===== src/rtl/limbus_cpu_oci_trace_capture.sv =====
// OCI trace capture buffer: stores qualified trace words during a test, then drains them oldest-first.
// Optional build macro LIMBUS_OCI_TRACE_TSTAMP_EN adds a 16-bit write-cycle timestamp per entry (rd_tstamp).
module limbus_cpu_oci_trace_capture #(
   parameter int ENTRY_W   = 30,
   parameter int CNT_W     = 4,
   parameter int DEPTH     = 16,
   parameter int WRAP_MODE = 1,
   localparam int AW       = $clog2(DEPTH)
) (
   input  logic                       clk,
   input  logic                       reset,
   input  logic [ENTRY_W-1:0]         dct_buffer,
   input  logic [CNT_W-1:0]           dct_count,
   input  logic                       dct_valid,
   input  logic                       test_ending,
   input  logic                       test_has_ended,
   output logic [ENTRY_W+CNT_W-1:0]   rd_data,
   output logic                       rd_valid,
   input  logic                       rd_ready,
   output logic [AW:0]                fill_level,
   output logic                       overflow,
   output logic [1:0]                 state,
   output logic                       done
`ifdef LIMBUS_OCI_TRACE_TSTAMP_EN
   ,
   output logic [15:0]                rd_tstamp
`endif
);

   typedef enum logic [1:0] {
      ST_CAPTURE = 2'd0,
      ST_FROZEN  = 2'd1,
      ST_DRAIN   = 2'd2,
      ST_DONE    = 2'd3
   } state_e;

   localparam logic [AW:0] FULL_LEVEL = (AW+1)'(DEPTH);

   state_e                     state_q, state_d;
   logic [AW-1:0]              wr_ptr_q, wr_ptr_d;
   logic [AW-1:0]              rd_ptr_q, rd_ptr_d;
   logic [AW:0]                fill_q, fill_d;
   logic                       overflow_q, overflow_d;
   logic                       mem_we;
   logic                       write_req;
   logic                       full;
   logic                       pop;
   logic                       rd_valid_int;
   logic [ENTRY_W+CNT_W-1:0]   mem_q [DEPTH];

   assign write_req    = (state_q == ST_CAPTURE) && dct_valid && (dct_count != '0);
   assign full         = (fill_q == FULL_LEVEL);
   assign rd_valid_int = (state_q == ST_DRAIN) && (fill_q != '0);
   assign pop          = rd_valid_int && rd_ready;

   always_comb begin
      state_d    = state_q;
      wr_ptr_d   = wr_ptr_q;
      rd_ptr_d   = rd_ptr_q;
      fill_d     = fill_q;
      overflow_d = overflow_q;
      mem_we     = 1'b0;

      // When wrapping on a full buffer the write slot is the oldest entry, so both pointers step together.
      if (write_req) begin
         if (!full) begin
            mem_we   = 1'b1;
            wr_ptr_d = wr_ptr_q + 1'b1;
            fill_d   = fill_q + 1'b1;
         end else begin
            overflow_d = 1'b1;
            if (WRAP_MODE != 0) begin
               mem_we   = 1'b1;
               wr_ptr_d = wr_ptr_q + 1'b1;
               rd_ptr_d = rd_ptr_q + 1'b1;
            end
         end
      end

      if (pop) begin
         rd_ptr_d = rd_ptr_q + 1'b1;
         fill_d   = fill_q - 1'b1;
      end

      case (state_q)
         ST_CAPTURE: begin
            if (test_has_ended) begin
               state_d = ST_DRAIN;
            end else if (test_ending) begin
               state_d = ST_FROZEN;
            end
         end
         ST_FROZEN: begin
            if (test_has_ended) begin
               state_d = ST_DRAIN;
            end
         end
         ST_DRAIN: begin
            if ((fill_q == '0) || (pop && (fill_q == (AW+1)'(1)))) begin
               state_d = ST_DONE;
            end
         end
         default: begin
            state_d = ST_DONE;
         end
      endcase
   end

   always_ff @(posedge clk) begin
      if (reset) begin
         state_q    <= ST_CAPTURE;
         wr_ptr_q   <= '0;
         rd_ptr_q   <= '0;
         fill_q     <= '0;
         overflow_q <= 1'b0;
      end else begin
         state_q    <= state_d;
         wr_ptr_q   <= wr_ptr_d;
         rd_ptr_q   <= rd_ptr_d;
         fill_q     <= fill_d;
         overflow_q <= overflow_d;
      end
   end

   // Storage is deliberately left uninitialised by reset; the pointers alone define what is valid.
   always_ff @(posedge clk) begin
      if (mem_we && !reset) begin
         mem_q[wr_ptr_q] <= {dct_count, dct_buffer};
      end
   end

`ifdef LIMBUS_OCI_TRACE_TSTAMP_EN
   logic [15:0] tstamp_q, tstamp_d;
   logic [15:0] ts_mem_q [DEPTH];

   always_comb begin
      tstamp_d = tstamp_q + 16'd1;
   end

   always_ff @(posedge clk) begin
      if (reset) begin
         tstamp_q <= '0;
      end else begin
         tstamp_q <= tstamp_d;
      end
   end

   always_ff @(posedge clk) begin
      if (mem_we && !reset) begin
         ts_mem_q[wr_ptr_q] <= tstamp_q;
      end
   end

   assign rd_tstamp = ts_mem_q[rd_ptr_q];
`endif

   assign rd_data    = mem_q[rd_ptr_q];
   assign rd_valid   = rd_valid_int;
   assign fill_level = fill_q;
   assign overflow   = overflow_q;
   assign state      = state_q;
   assign done       = (state_q == ST_DONE);

endmodule


===== config.mk =====
export PLATFORM = sky130hd
export DESIGN_NAME = limbus_cpu_oci_trace_capture
export DESIGN_NICKNAME = d
export VERILOG_FILES = /design/src/rtl/limbus_cpu_oci_trace_capture.sv
export SDC_FILE = /design/constraint.sdc
export NUM_CORES = 1
export LEC_CHECK = 0
export ABC_AREA = 1
export CORE_UTILIZATION = 45
export CTS_CLUSTER_DIAMETER = 100
export DETAILED_ROUTE_END_ITERATION = 8
export MAX_ROUTING_LAYER = met4
export SLEW_MARGIN = 20
export SYNTH_ARGS = -nofsm -noshare
export SYNTH_HDL_FRONTEND = slang
export SYNTH_SLANG_ARGS = --single-unit

===== constraint.sdc =====
create_clock -name clk -period 3.4 [get_ports clk]
set_input_delay 0.51 -clock clk [delete_from_list [all_inputs] [get_ports clk]]
set_output_delay 0.51 -clock clk [all_outputs]
set_load 0.1 [all_outputs]

==> summary.md, run 1 <==
| Metric | Value |
|---|---|
| Count of different cell masters after synthesis | 26 |
| Most frequent cells after synthesis | edfxtp_1 (544), inv_1 (288), nand3_1 (221) |
| Synth Area in Adders | 0.488% |
| Switching share of power | 24.3% |
| DR WL/cell | 19.7 microns |
| Psw | 3.64 mW |
| Worst-Skew Late Latency | 0.62 ns |
| DR DRC count | 0 |
| Fmax | 321 MHz |
| Initial Utilization | 45.8% |
| Max-slew violation count | 0 |
| Fill cell count | 4161 |
| Post-CTS Setup Bufs | 0 |
| Dpl hpwl | 31.3 mm |
| Crit path required time | 2.89 ns |
| Worst EP arrival | 2.60 ns |
| Clk_skew | 0.0165 ns |
| Core ar. | 50400 sq um |
| I/O pin cnt | 84 |
| Final setup vio count | 0 |
| CP max-delay cell | dfxtp_4 |
| Initial DRC Count | 1131 |
| Vias in the first global route | 13901 |
| Pre-CTS setup slack | 0.445 ns |
| Post-synth top flop | edfxtp_1 |
| Synth area leader | edfxtp_1 |
| Most common cell in the netlist | edfxtp_1 |
| LEAKAGE | 9.46 nW |
| Die area | 52200 sq um |
| Wire length of the first global-routing pass | 82.3 mm |
| Port Buffers | 83 |
| DR pass1 iterations | 5 |
| RSZ-0062 raised after global routing | false |
| Max incr delay on CP | 0.43 ns |
| Crit path max fanout | 23 |
| Antenna-violating nets left | 0 |
| CP Class | flip-flop to output pin |
| Syn-to-layout area delta | 17.1% |
| # clock sinks | 564 |
| Post-synthesis compound-gate area fraction | 10.8% |
| DRT Wirelength | 53.0 mm |
| Worst-Margin Slew | 0.983 ns |
| CTS Hold Bufs | 0 |
| Pin count of the biggest net entering global routing | 84 |
| Post-synthesis mux area share | 0% |
| Post-Synth Simple-Gate Area | 8.93% |
| Gr usage total | 21.2% |
| Async set-or-reset flop fraction in the synthesized netlist | 0% |
| Combinational power share | 10.0% |
| Drt via density | 5.35 |
| Number of diodes | 0 |
| FF+latch count, synth | 564 |
| Syn avg cell area | 12.3 sq um |
| Die height | 228 microns |
| Power Density | 555 nW/um^2 |
| Worst rel slew slack | 34.2% |
| Final net count | 2017 |
| Vias | 14358 |
| Register share of total power | 51.4% |
| Maximum capacitance violations | 0 |
| Min cycle time layout | 3.11 ns |
| Final Hold Viols | 0 |
| Synthesis Warnings | 0 |
| EDFF count, synth | 544 |
| Combinational family with the most area after synthesis | compound AO/OA/AOI/OAI gates |
| Worst Setup Start Kind | flip-flop |
| Final period utilization | 91.5% |
| Worst setup margin | 0.288 ns |
| Total gr overflow | 0 |
| Post-Syn Nets | 1925 |
| Critical path cell sequence | inv_2 > buf_4 > buf_4 > nand3_1 > nand3_1 > nand2_1 > buf_12 |
| CTS Root Cell | clkbuf_16 |
| PostCTS Resize Cnt | 0 |
| Internal power | 11.4 mW |
| Status | complete, no violations |
| Setup TNS | 0 ns |
| Reg clk slew, reported paths | 0.06 ns |
| Largest cells by area after synthesis | edfxtp_1 (71%), nand3_1 (4.8%), inv_1 (4.7%), o211ai_1 (4.4%), nand2_1 (3.3%) |
| Row Count | 82 |
| Sequential-to-total area share from yosys stat | 72.5% |
| H-Tree Level Count | 2 |
| Worst VDD drop | 0.420 mV |
| Initial antenna violation count | 0 |
| Die extent in x | 228 microns |
| Layout cells sized above 1 | 10.0% |
| Cts bufs inserted | 57 |
| CTS tree | yes |
| Hold_ws | 0.507 ns |
| Synth Instances | 1876 |
| Yosys top cell area share | 70.8% |
| CP Capture Type | output pin |
| Clock Tree Buf Depth | 3 |
| RD Place Congestion | 0.806 |
| Mapped Area | 23100 sq um |
| HP Class | flip-flop to flip-flop |
| Post-Synth XOR/XNOR Area | 0.114% |
| Clk pwr share | 38.6% |
-- per-layer routing --
layer / up-vias / GRT usage (%) / wire length [microns]
met1: 7067 / 28.9 / 23800
met4: 0 / 6.25 / 1210
met5: - / - / 0
met3: 81 / 2.72 / 2590
met2: 375 / 33.3 / 25300
li1: 6835 / - / -
-- stage by stage --
| step | cells | util (%) | cell area, sq um | total power [mW] |
|---|---|---|---|---|
| 2_1_floorplan | 1876 | - | 23100 | 8.77 |
| 6_report | 2682 | 53.6 | 27000 | 15.0 |
| 3_5_place_dp | 2581 | 50.3 | 25300 | 9.36 |
| 3_3_place_gp | 2581 | 50.3 | 25300 | 9.34 |
| 4_1_cts | 2682 | 53.6 | 27000 | 15.1 |
| 5_1_grt | 2682 | 53.6 | 27000 | 15.5 |
-- sequential cells by signal, summed over array words and instances (netlist names), named ones only --
name,flops
wr_ptr_q,4
fill_level,5
state,2
rd_ptr_q,4
overflow,1
mem_q,544
-- critical path: cells and delay by family, from the launching register on --
family	cells	cell delay (ns)
buffers and inverters	4	1.15
DFF	1	0.43
and+or+nand+nor	3	0.38
-- cells by family after synthesis --
kind of cell    count (synthesis)
flops                         564
simple gates                  468
compound gates                428
buf+inv                       404
fa+ha+maj                       9
xor+xnor                        3
-- final timing paths --
check | from | end | slack [ns] | depth (start not counted)
setup / recovery | flip-flop | rd_data[6] | 0.29 | 7
hold / removal | rd_ptr_q[3] | flip-flop | 0.51 | 2
setup reg to reg | state[0] | mem_q[15][12] | 1.09 | 6
hold reg to reg | rd_ptr_q[3] | flip-flop | 0.51 | 2
-- cell usage in the layout, fill, tap and decap left out, drive strengths merged --
| cell | synthesis | final |
|---|---|---|
| edfxtp | 544 | 544 |
| inv | 290 | 293 |
| nand3 | 222 | 222 |
| nand2 | 206 | 206 |
| a21oi | 147 | 147 |
| o21ai | 145 | 145 |
| o211ai | 136 | 136 |
| buf | 81 | 102 |
| clkbuf | 32 | 72 |
| clkdlybuf4s50 | 0 | 44 |
| nor2 | 37 | 37 |
| clkinv | 1 | 25 |
| dfxtp | 20 | 20 |
| ha | 9 | 9 |
| xor2 | 2 | 2 |
| bufinv | 0 | 2 |
| nor3b | 1 | 1 |
| nor3 | 1 | 1 |
| nand4 | 1 | 1 |
| xnor2 | 1 | 1 |
-- area by class of cell --
class	instances	area (sq um)	share of cell area (%)
Sequential cell	564	16700	62.0
Multi-Input combinational cell	908	4810	17.8
Inverter	291	1090	4.04
Clock inverter	29	210	0.778
Timing Repair Buffer	146	1840	6.82
Clock buffer	72	1480	5.49
Tap cell	672	841	3.11
-- power groups by stage --
stage	Sequential [mW]	Combinational (mW)	Clock, mW
5_1_grt	7.71	1.61	6.18
3_3_place_gp	7.85	1.50	0
4_1_cts	7.70	1.51	5.92
6_report	7.70	1.50	5.80
2_1_floorplan	7.88	0.889	0
3_5_place_dp	7.85	1.51	0
Note: power is estimated with default switching activity, not from simulation.
==> run 2: changes to the inputs <==
ABC_AREA = not set   (was 1)
==> summary.md, run 2 <==
| Metric | Value |
|---|---|
| Gr usage total | 19.6% (-1.5 points) |
| Final setup vio count | 0 (unchanged) |
| DR WL/cell | 25.2 microns (+28%) |
| CP Class | flip-flop to output pin |
| Worst R2R Path Depth | 5 (-1) |
| CP Capture Type | output pin |
| Met1 wire length | 20.1 mm (-16%) |
| Async set-or-reset flop fraction in the synthesized netlist | 0% (unchanged) |
| Worst R2R Setup Slack | 1.18 ns (+0.09 ns) |
| Clk_skew | 0.0243 ns (+0.00777 ns) |
| FF+latch count, synth | 564 (unchanged) |
| Synth area leader | edfxtp_1 |
| Port Buffers | 83 (unchanged) |
| Pin count of the biggest net entering global routing | 41 (-51%) |
| Die height | 220 microns (-3.5%) |
| Maximum capacitance violations | 0 (unchanged) |
| DRT Wirelength | 44.5 mm (-16%) |
| Worst Setup Start Kind | flip-flop |
| Power Density | 573 nW/um^2 (+3.2%) |
| Worst-Margin Slew | 0.988 ns (+0.00449 ns) |
| Most flops, register | mem_q |
| LEAKAGE | 8.03 nW (-15%) |
| Post-synth top flop | edfxtp_1 |
| Initial antenna violation count | 0 (unchanged) |
| Reg clk slew, reported paths | 0.06 ns (about the same) |
| Worst EP arrival | 2.75 ns (+0.15 ns) |
| Drt via density | 5.69 (+6.3%) |
| Most frequent cells in the layout | edfxtp_1 (544), mux4_2 (136), a22oi_1 (68) |
| CTS Root Cell | clkbuf_16 |
| Final net count | 1165 (-42%) |
| Most common cell in the netlist | edfxtp_1 |
| Status | finished with violations |
| Clock Tree Buf Depth | 3 (unchanged) |
| RSZ-0062 raised after global routing | false |
| Most frequent cells after synthesis | edfxtp_1 (544), mux4_2 (136), a22oi_1 (69) |
| EDFF count, synth | 544 (unchanged) |
| Yosys top cell area share | 76.1% (+5.3 points) |
| Die area | 48600 sq um (-6.9%) |
| Worst VDD drop | 0.407 mV (-3.3%) |
| Dpl hpwl | 26.2 mm (-16%) |
| Post-layout util | 54.7% (+1.0 points) |
| Worst-Skew Late Latency | 0.62 ns (about the same) |
| Final period utilization | 95.9% (+4.4 points) |
| Initial Utilization | 45.8% (about the same) |
| Cts bufs inserted | 56 (-1.8%) |
| Wire length of the first global-routing pass | 67.0 mm (-19%) |
| Max-slew violation count | 0 (unchanged) |
| Met2 WL | 21.8 mm (-14%) |
| Worst rel slew slack | 33.9% (-0.30 points) |
| RD Place Congestion | 0.726 (-9.9%) |
| Final Hold Viols | 0 (unchanged) |
| Setup TNS | 0 ns (unchanged) |
| End point of the critical path | rd_data[22] |
| Largest register FFs | 544 (unchanged) |
| Count of different cell masters after synthesis | 43 (+65%) |
| Syn-to-layout area delta | 19.3% |
| Most common cell after layout, fill and taps aside | edfxtp_1 |
| H-Tree Level Count | 2 (unchanged) |
| Row Count | 79 (-3.7%) |
| FF-to-FF Start | state[1] |
| Vias in the first global route | 10526 (-24%) |
| Crit path max fanout | 21 (-8.7%) |
| Crit path required time | 2.89 ns (about the same) |
| I/O pin cnt | 84 (unchanged) |
| Largest cells by area after synthesis | edfxtp_1 (76%), mux4_2 (14%), a22oi_1 (2.4%), dfxtp_1 (1.9%), nand2_1 (0.68%) |
| Failing checks | design-rule violations |
| Sequential-to-total area share from yosys stat | 77.9% (+5.4 points) |
| Total gr overflow | 0 (unchanged) |
| Syn avg cell area | 22.2 sq um (+81%) |
| Mapped Area | 21500 sq um (-7.0%) |
| Synth Instances | 967 (-48%) |
| Post-CTS Setup Bufs | 0 (unchanged) |
| # clock sinks | 564 (unchanged) |
| HP Class | flip-flop to flip-flop |
| Layout cells sized above 1 | 29.2% (+19 points) |
| Antenna-violating nets left | 0 (unchanged) |
| Post-Syn Nets | 1016 (-47%) |
| DR DRC count | 3 (+3) |
| Core ar. | 46900 sq um (-7.0%) |
| Min cycle time layout | 3.26 ns (+0.148 ns) |
| Met3 wire length | 1.90 mm (-27%) |
| Number of diodes | 0 (unchanged) |
| Fmax | 307 MHz (-4.6%) |
| DR pass1 iterations | 9 (+4) |
| Initial DRC Count | 731 (-35%) |
| CTS tree | yes |
| R2r endpoint | mem_q[13][7] |
| Die extent in x | 220 microns (-3.5%) |
| Synthesis Warnings | 0 (unchanged) |
| Vias | 10047 (-30%) |
| DR top layer | met4 |
-- run 2: per-stage QoR --
stage	setup slack [ns]	hold slack, ns	power, mW	cells	cell area (sq um)
after global placement	0.413	0.446	8.85	1664	23800
after global routing	0.00322	0.492	15.1	1765	25600
final	0.140	0.448	14.7	1765	25600
after detailed placement	0.496	0.452	8.86	1665	23800
after CTS	0.0400	0.460	14.8	1765	25600
after floorplan	-0.0473	0.482	8.48	967	21500
-- run 2: area by class of cell --
type	instances	area [sq um]
inverter	6	22.5
clock buffer	66	1460
clock inverter	34	309
sequential	564	16700
fill	3581	21200
tap	607	759
multi-input combinational	349	4600
timing repair buffer	139	1720
-- run 2: cells by family after synthesis --
logic type | synth area share (%)
AO/OA/AOI/OAI | 2.79
flip-flops | 77.9
buffers and inverters | 1.28
multiplexers | 14.6
adder cells (fa/ha/maj) | 0.524
XOR/XNOR | 0.163
AND/OR/NAND/NOR | 2.74
-- run 2: power by group --
| part | internal, mW | switching (mW) |
|---|---|---|
| Clock | 3.44 | 2.53 |
| Sequential | 7.65 | 0.0327 |
| Combinational | 0.377 | 0.637 |
| Total | 11.5 | 3.20 |
-- run 2: metal layers --
| layer | global-route usage (%) | vias up |
|---|---|---|
| met4 | 5.29 | 0 |
| met2 | 30.4 | 235 |
| met3 | 3.07 | 66 |
| met1 | 27.3 | 5362 |
| met5 | - | - |
| li1 | - | 4384 |
-- run 2: how the worst min path moves through the flow --
stage / startpoint / endpoint / slack (ns) / depth (start not counted)
after floorplan: rd_ptr_q[1] / flip-flop / 0.48 / 2
after global placement: overflow / overflow / 0.45 / 2
after detailed placement: overflow / overflow / 0.45 / 2
after CTS: overflow / overflow / 0.46 / 2
after global routing: overflow / overflow / 0.49 / 2
final: overflow / overflow / 0.45 / 2
-- run 2: what timing repair did --
item,4_1_cts,5_1_grt
setup endpoints to repair,0,1
resized for setup,0,1
hold buffers,0,0
-- run 2: critical path, cell delays in order (launching register included) --
cell and delay (ns):
dfxtp_4 0.49, buf_4 0.45, mux4_2 0.56, a22oi_1 0.25
nand2_1 0.17, buf_12 0.21
==> run 3: changes to the inputs <==
ABC_AREA = 0   (was not set)
==> results of run 3 <==
No change in the layout: final DEF, timing and power equal those of run 2.
